## config.mk

```make
export PLATFORM = sky130hd
export DESIGN_NAME = layer_output_sequencer
export DESIGN_NICKNAME = d
export VERILOG_FILES = /design/src/rtl/layer_output_sequencer.sv
export SDC_FILE = /design/constraint.sdc
export NUM_CORES = 1
export LEC_CHECK = 0
export ABC_AREA = 1
export BUFFER_PORTS_ARGS = -buffer_cell sky130_fd_sc_hd__buf_2
export CORE_ASPECT_RATIO = 2
export CORE_MARGIN = 8
export CORE_UTILIZATION = 61
export CTS_BUF_LIST = sky130_fd_sc_hd__clkbuf_8
export DETAILED_ROUTE_END_ITERATION = 16
export GPL_TIMING_DRIVEN = 0
export HOLD_SLACK_MARGIN = 0.1
export PLACE_DENSITY_LB_ADDON = 0.3
export SLEW_MARGIN = 15
export SYNTH_ARGS = -nofsm -noshare
export SYNTH_HDL_FRONTEND = slang
export SYNTH_SLANG_ARGS = --single-unit
```

## constraint.sdc

```tcl
create_clock -name clk -period 57 [get_ports clk]
set_input_delay 8.55 -clock clk [delete_from_list [all_inputs] [get_ports clk]]
set_output_delay 8.55 -clock clk [all_outputs]
set_load 0.05 [all_outputs]
```

## src/rtl/layer_output_sequencer.sv

```systemverilog
// layer_output_sequencer
//
// Sits between two fully-connected layers. When all NN neurons of the
// upstream layer report valid in the same cycle, their outputs are captured
// into a local buffer. The buffer is then streamed one word per cycle into
// the downstream layer's single x_in/x_valid input.
//
// The downstream layer can stall the stream, and a new frame can be captured
// on the same cycle the last word of the previous frame goes out, so frames
// follow each other with no bubble. Two sticky flags report frames dropped
// while one was still pending, and o_valid patterns that were neither all
// zero nor all one.
//
// Ports:
//   clk          clock
//   rst          synchronous active-high reset
//   o_valid      per-neuron valid from the upstream layer (NN bits)
//   x_out        packed upstream outputs, neuron k at [k*dataWidth +: dataWidth]
//   next_ready   downstream accepts a word this cycle
//   clear_err    clears overrun and sync_err
//   x_in_next    serial word to the downstream layer
//   x_valid_next x_in_next is valid this cycle
//   last         current word is word NN-1 of the frame
//   busy         a frame is being emitted
//   overrun      sticky: a frame arrived while one was pending and was dropped
//   sync_err     sticky: o_valid was partially set
//   frame_cnt    completed frames, wraps modulo 2^cntWidth

module layer_output_sequencer #(
  parameter int NN        = 16,
  parameter int dataWidth = 16,
  parameter int cntWidth  = 16
) (
  input  logic                    clk,
  input  logic                    rst,
  input  logic [NN-1:0]           o_valid,
  input  logic [NN*dataWidth-1:0] x_out,
  input  logic                    next_ready,
  input  logic                    clear_err,
  output logic [dataWidth-1:0]    x_in_next,
  output logic                    x_valid_next,
  output logic                    last,
  output logic                    busy,
  output logic                    overrun,
  output logic                    sync_err,
  output logic [cntWidth-1:0]     frame_cnt
);

  localparam int IDX_W = $clog2(NN);
  localparam logic [IDX_W-1:0] IDX_LAST = IDX_W'(NN - 1);

  typedef enum logic {
    IDLE  = 1'b0,
    SHIFT = 1'b1
  } state_t;

  state_t               state;
  state_t               state_next;
  logic [IDX_W-1:0]     idx;
  logic [IDX_W-1:0]     idx_next;
  logic [dataWidth-1:0] buffer [NN];

  logic cap;
  logic part;
  logic load;
  logic overrun_set;

  // A capture needs every neuron valid at once; any other non-zero pattern
  // means the upstream neurons drifted out of lockstep.
  assign cap  = &o_valid;
  assign part = (|o_valid) & ~(&o_valid);

  // State register.
  always_ff @(posedge clk) begin
    if (rst) begin
      state <= IDLE;
    end else begin
      state <= state_next;
    end
  end

  // Next-state and output logic. A capture is accepted either from IDLE or
  // on the cycle the final word of the current frame is handed downstream;
  // that second case is what lets frames run back to back.
  always_comb begin
    state_next   = state;
    idx_next     = idx;
    load         = 1'b0;
    busy         = 1'b0;
    x_valid_next = 1'b0;
    last         = 1'b0;
    x_in_next    = '0;
    overrun_set  = 1'b0;

    case (state)
      IDLE: begin
        if (cap) begin
          load       = 1'b1;
          idx_next   = '0;
          state_next = SHIFT;
        end
      end

      SHIFT: begin
        busy         = 1'b1;
        x_valid_next = next_ready;
        x_in_next    = buffer[idx];
        last         = next_ready & (idx == IDX_LAST);

        if (last) begin
          if (cap) begin
            load     = 1'b1;
            idx_next = '0;
          end else begin
            state_next = IDLE;
          end
        end else begin
          overrun_set = cap;
          if (next_ready) begin
            idx_next = idx + IDX_W'(1);
          end
        end
      end

      default: begin
        state_next = IDLE;
      end
    endcase
  end

  // Word index and frame buffer. The buffer only changes on an accepted
  // capture, so a dropped frame never corrupts the one being emitted.
  always_ff @(posedge clk) begin
    if (rst) begin
      idx <= '0;
      for (int k = 0; k < NN; k++) begin
        buffer[k] <= '0;
      end
    end else begin
      idx <= idx_next;
      if (load) begin
        for (int k = 0; k < NN; k++) begin
          buffer[k] <= x_out[k*dataWidth +: dataWidth];
        end
      end
    end
  end

  // Sticky error flags and the completed-frame counter. A flag condition
  // occurring in the same cycle as clear_err keeps the flag set, so no
  // event is ever lost to a concurrent clear.
  always_ff @(posedge clk) begin
    if (rst) begin
      overrun   <= 1'b0;
      sync_err  <= 1'b0;
      frame_cnt <= '0;
    end else begin
      if (overrun_set) begin
        overrun <= 1'b1;
      end else if (clear_err) begin
        overrun <= 1'b0;
      end

      if (part) begin
        sync_err <= 1'b1;
      end else if (clear_err) begin
        sync_err <= 1'b0;
      end

      if (last) begin
        frame_cnt <= frame_cnt + cntWidth'(1);
      end
    end
  end

endmodule

```

==> results.txt <==
CP required: 48.45 ns
Cell type group with the largest total delay on the critical path: simple AND/OR/NAND/NOR gates
Placed instance area: 15810 um2
Clock Sinks: 283
Fraction of the cycle the final worst path needs: 0.3158
Hold Path Stages: 2
CTS hold repair buffers: 0
Count of yosys warnings during synthesis: 0
Power Density: 25.82 nW/um2
Maximum number of pins on one net before global-route repair: 29
Slew Limit Fails: 0
Antenna-violating nets left: 0
Critical Path Source Type: input pin
First-pass iteration count of the detailed router: 6
Leakage Power: 0.007944 uW
Synthesis-to-layout area growth: 21.60%
Root buffer selected by CTS: clkbuf_8
Post-route minimum period: 18.00 ns
First-iteration detailed-routing DRC count: 1215
Slew at the pin with the worst max-slew slack: 0.8407 ns
Height of the die: 227.3 um
Setup repair bufs after CTS: 0
First-pass GRT wire length: 66880 um
Number of vias after detailed routing: 12100
Worst r2r path cells: 13
Routed len/inst: 20.25 um
Count of endpoints failing hold in the final timing report: 0
Clock latency of the later-clocked register in the worst-skew pair: 0.54 ns
Leading cell type in the layout, fill and taps excluded: nor2_1
Most used cells in the layout excluding fill and tap cells: 497 x nor2_1, 331 x buf_2, 293 x inv_1, 256 x edfxtp_1, 134 x nand2_1
Routed WL: 45220 um
CTS tree: built
Max Fclk: 55.55 MHz
Headroom to the max-slew limit: 0.4395
Cell area after layout: 16550 um2
Slowest stage cell, crit path: nor2_2
Cell-by-cell listing of the critical path: buf_2, nand2_1, nor2_2, buf_2
Number of gates given a new drive strength after cts: 0
Floorplan Core Area: 22060 um2
Number of vias per cell after detailed routing: 5.419
Overall global routing resource usage: 0.3272
Number of buffers added by the clock tree synthesis step: 39
Count of final setup violators: 0
Post-synthesis sequential element count: 283
Total DRC errors in the routed layout: 0
Sum of negative setup slack: 0 ns
Largest fanout of any net on the critical path: 8
Slowest cell delay on critical path: 0.35 ns
Data arrival time of the critical path: 9.45 ns
Full die area: 27640 um2
Post-CTS clock slew at the launch and capture registers of the worst setup and hold paths: 0.07 ns
Deepest clock path buffer count: 3
Critical path depth: 4
Number of global-route vias before repair: 12840
Final weighted congestion in routability-driven placement: 0.9568
Netlist cell types: 31
Worst min path class: register to register
Fillers: 1624
Die extent in x: 121.6 um
Worst vdd rail ir drop: 0.01837 mV
Status: finished clean
Initial antenna violation count: 1
Unrepaired setup endpoints after global routing: false
Worst clock skew: 0.02863 ns
Cell count after synthesis: 1565
Overflow left after global routing: 0
Sequential-to-total area share from yosys stat: 0.6044
Syn Area/Cell: 8.698 um2
Number of primary I/O pins: 313
Initial core utilization: 0.6170
Worst hold slack: 0.4658 ns
Final core utilization: 0.7503
Share of layout cells above drive strength 1: 0.2198
Number of H-tree levels: 2
HPWL after DPL: 35410 um
Number of nets in the synthesized netlist: 1843
Most prevalent standard cell on the critical path: buf_2
WS Path Type: input pin to output pin
Max-cap violations: 0
Post-layout net count: 2207
Site row count: 77
Sort of element at the end of the critical path: output pin
Quantity of I/O buffers inserted on ports: 311
Number of buffers and inverters on the critical path: 2
Mapped cell area: 13610 um2
==> registers in the layout, indices dropped and copies added, names as in the netlist, named ones only <==
name	cells
buffer	256
frame_cnt	16
idx	4
overrun	1
state	1
sync_err	1
==> path summary, 6_finish.rpt <==
check,from,endpoint,slack [ns]
worst max register to register,idx[0]$_SDFFE_PP0N_,buffer[5][6]$_SDFFCE_PN0P_,54.20
worst min register to register,overrun$_SDFFE_PP0P_,overrun$_SDFFE_PP0P_,0.47
worst max-delay path,next_ready,last,39.00
worst min-delay path,overrun$_SDFFE_PP0P_,overrun$_SDFFE_PP0P_,0.47
==> cell families after synthesis <==
logic type	after synthesis	share of synthesized area
AOI/OAI and AO/OA	157	0.05938
xor gates and xnor gates	2	0.001287
adders and majority gates	2	0.001838
buffers and inverters	367	0.1106
DFF	283	0.6044
and+or+nand+nor	754	0.2225
==> power breakdown <==
| group | internal [uW] | switching (uW) |
|---|---|---|
| sequential | 238 | 3.19 |
| combinational | 13.4 | 18.0 |
| clock | 78.4 | 76.8 |
| total | 329 | 98.0 |
==> stage by stage <==
stage	cells	setup WS, ns	total power [uW]
3_3_place_gp	2152	22.75	280.8
5_1_grt	2233	38.97	438.3
3_5_place_dp	2164	39.01	276.0
2_1_floorplan	1565	28.93	263.8
6_report	2233	39.00	427.3
4_1_cts	2232	39.01	425.8
==> tightest hold or removal path: stages (launching register included) <==
cell     delay (ns)
dfxtp_1        0.31
nand2_1        0.06
a21oi_1        0.05
==> layout make-up <==
| type | instances | area (um2) | area share |
|---|---|---|---|
| Clock buffer | 43 | 591.8 | 0.03575 |
| Sequential cell | 283 | 8228 | 0.4971 |
| Inverter | 284 | 1066 | 0.06440 |
| Tap cell | 276 | 345.3 | 0.02086 |
| Multi-Input combinational cell | 915 | 3891 | 0.2351 |
| Timing Repair Buffer | 323 | 1837 | 0.1110 |
| Clock inverter | 25 | 152.6 | 0.009221 |
| Buffer | 83 | 439.2 | 0.02653 |
| Antenna cell | 1 | 2.502 | 0.0001512 |
==> metal layers <==
layer	wire length [um]	GRT usage	part of all wire	vias to the layer above
met1	13840	0.3088	0.31	5525
met3	3819	0.07154	0.084	202
met4	3805	0.2747	0.084	0
met2	23760	0.5860	0.53	739
li1	-	-	-	5635
met5	0	0	0	-
==> cells in the mapped netlist <==
library cell	n	share of area
nor2_2	12	0.0055
xnor2_1	1	0.00064
nor3_1	1	0.00037
o211ai_1	6	0.0033
a21o_1	1	0.00055
buf_6	11	0.0091
o21bai_1	1	0.00055
nand2_1	134	0.037
clkbuf_1	30	0.0083
buf_4	5	0.0028
o31ai_1	1	0.00055
edfxtp_1	256	0.56
buf_2	20	0.0074
nor2_1	497	0.14
buf_1	16	0.0044
ha_1	2	0.0018
xor2_1	1	0.00064
nand2_2	1	0.00046
nor3b_1	2	0.0011
nand3_2	2	0.0015
clkinv_1	1	0.00028
nand3_1	99	0.036
inv_2	3	0.00083
nor2_4	1	0.00083
dfxtp_1	27	0.040
inv_1	280	0.077
a21oi_1	31	0.011
clkbuf_2	1	0.00037
o21ai_0	117	0.043
nand3b_1	1	0.00055
nand4_1	4	0.0018
(Power assumes the default switching activity.)
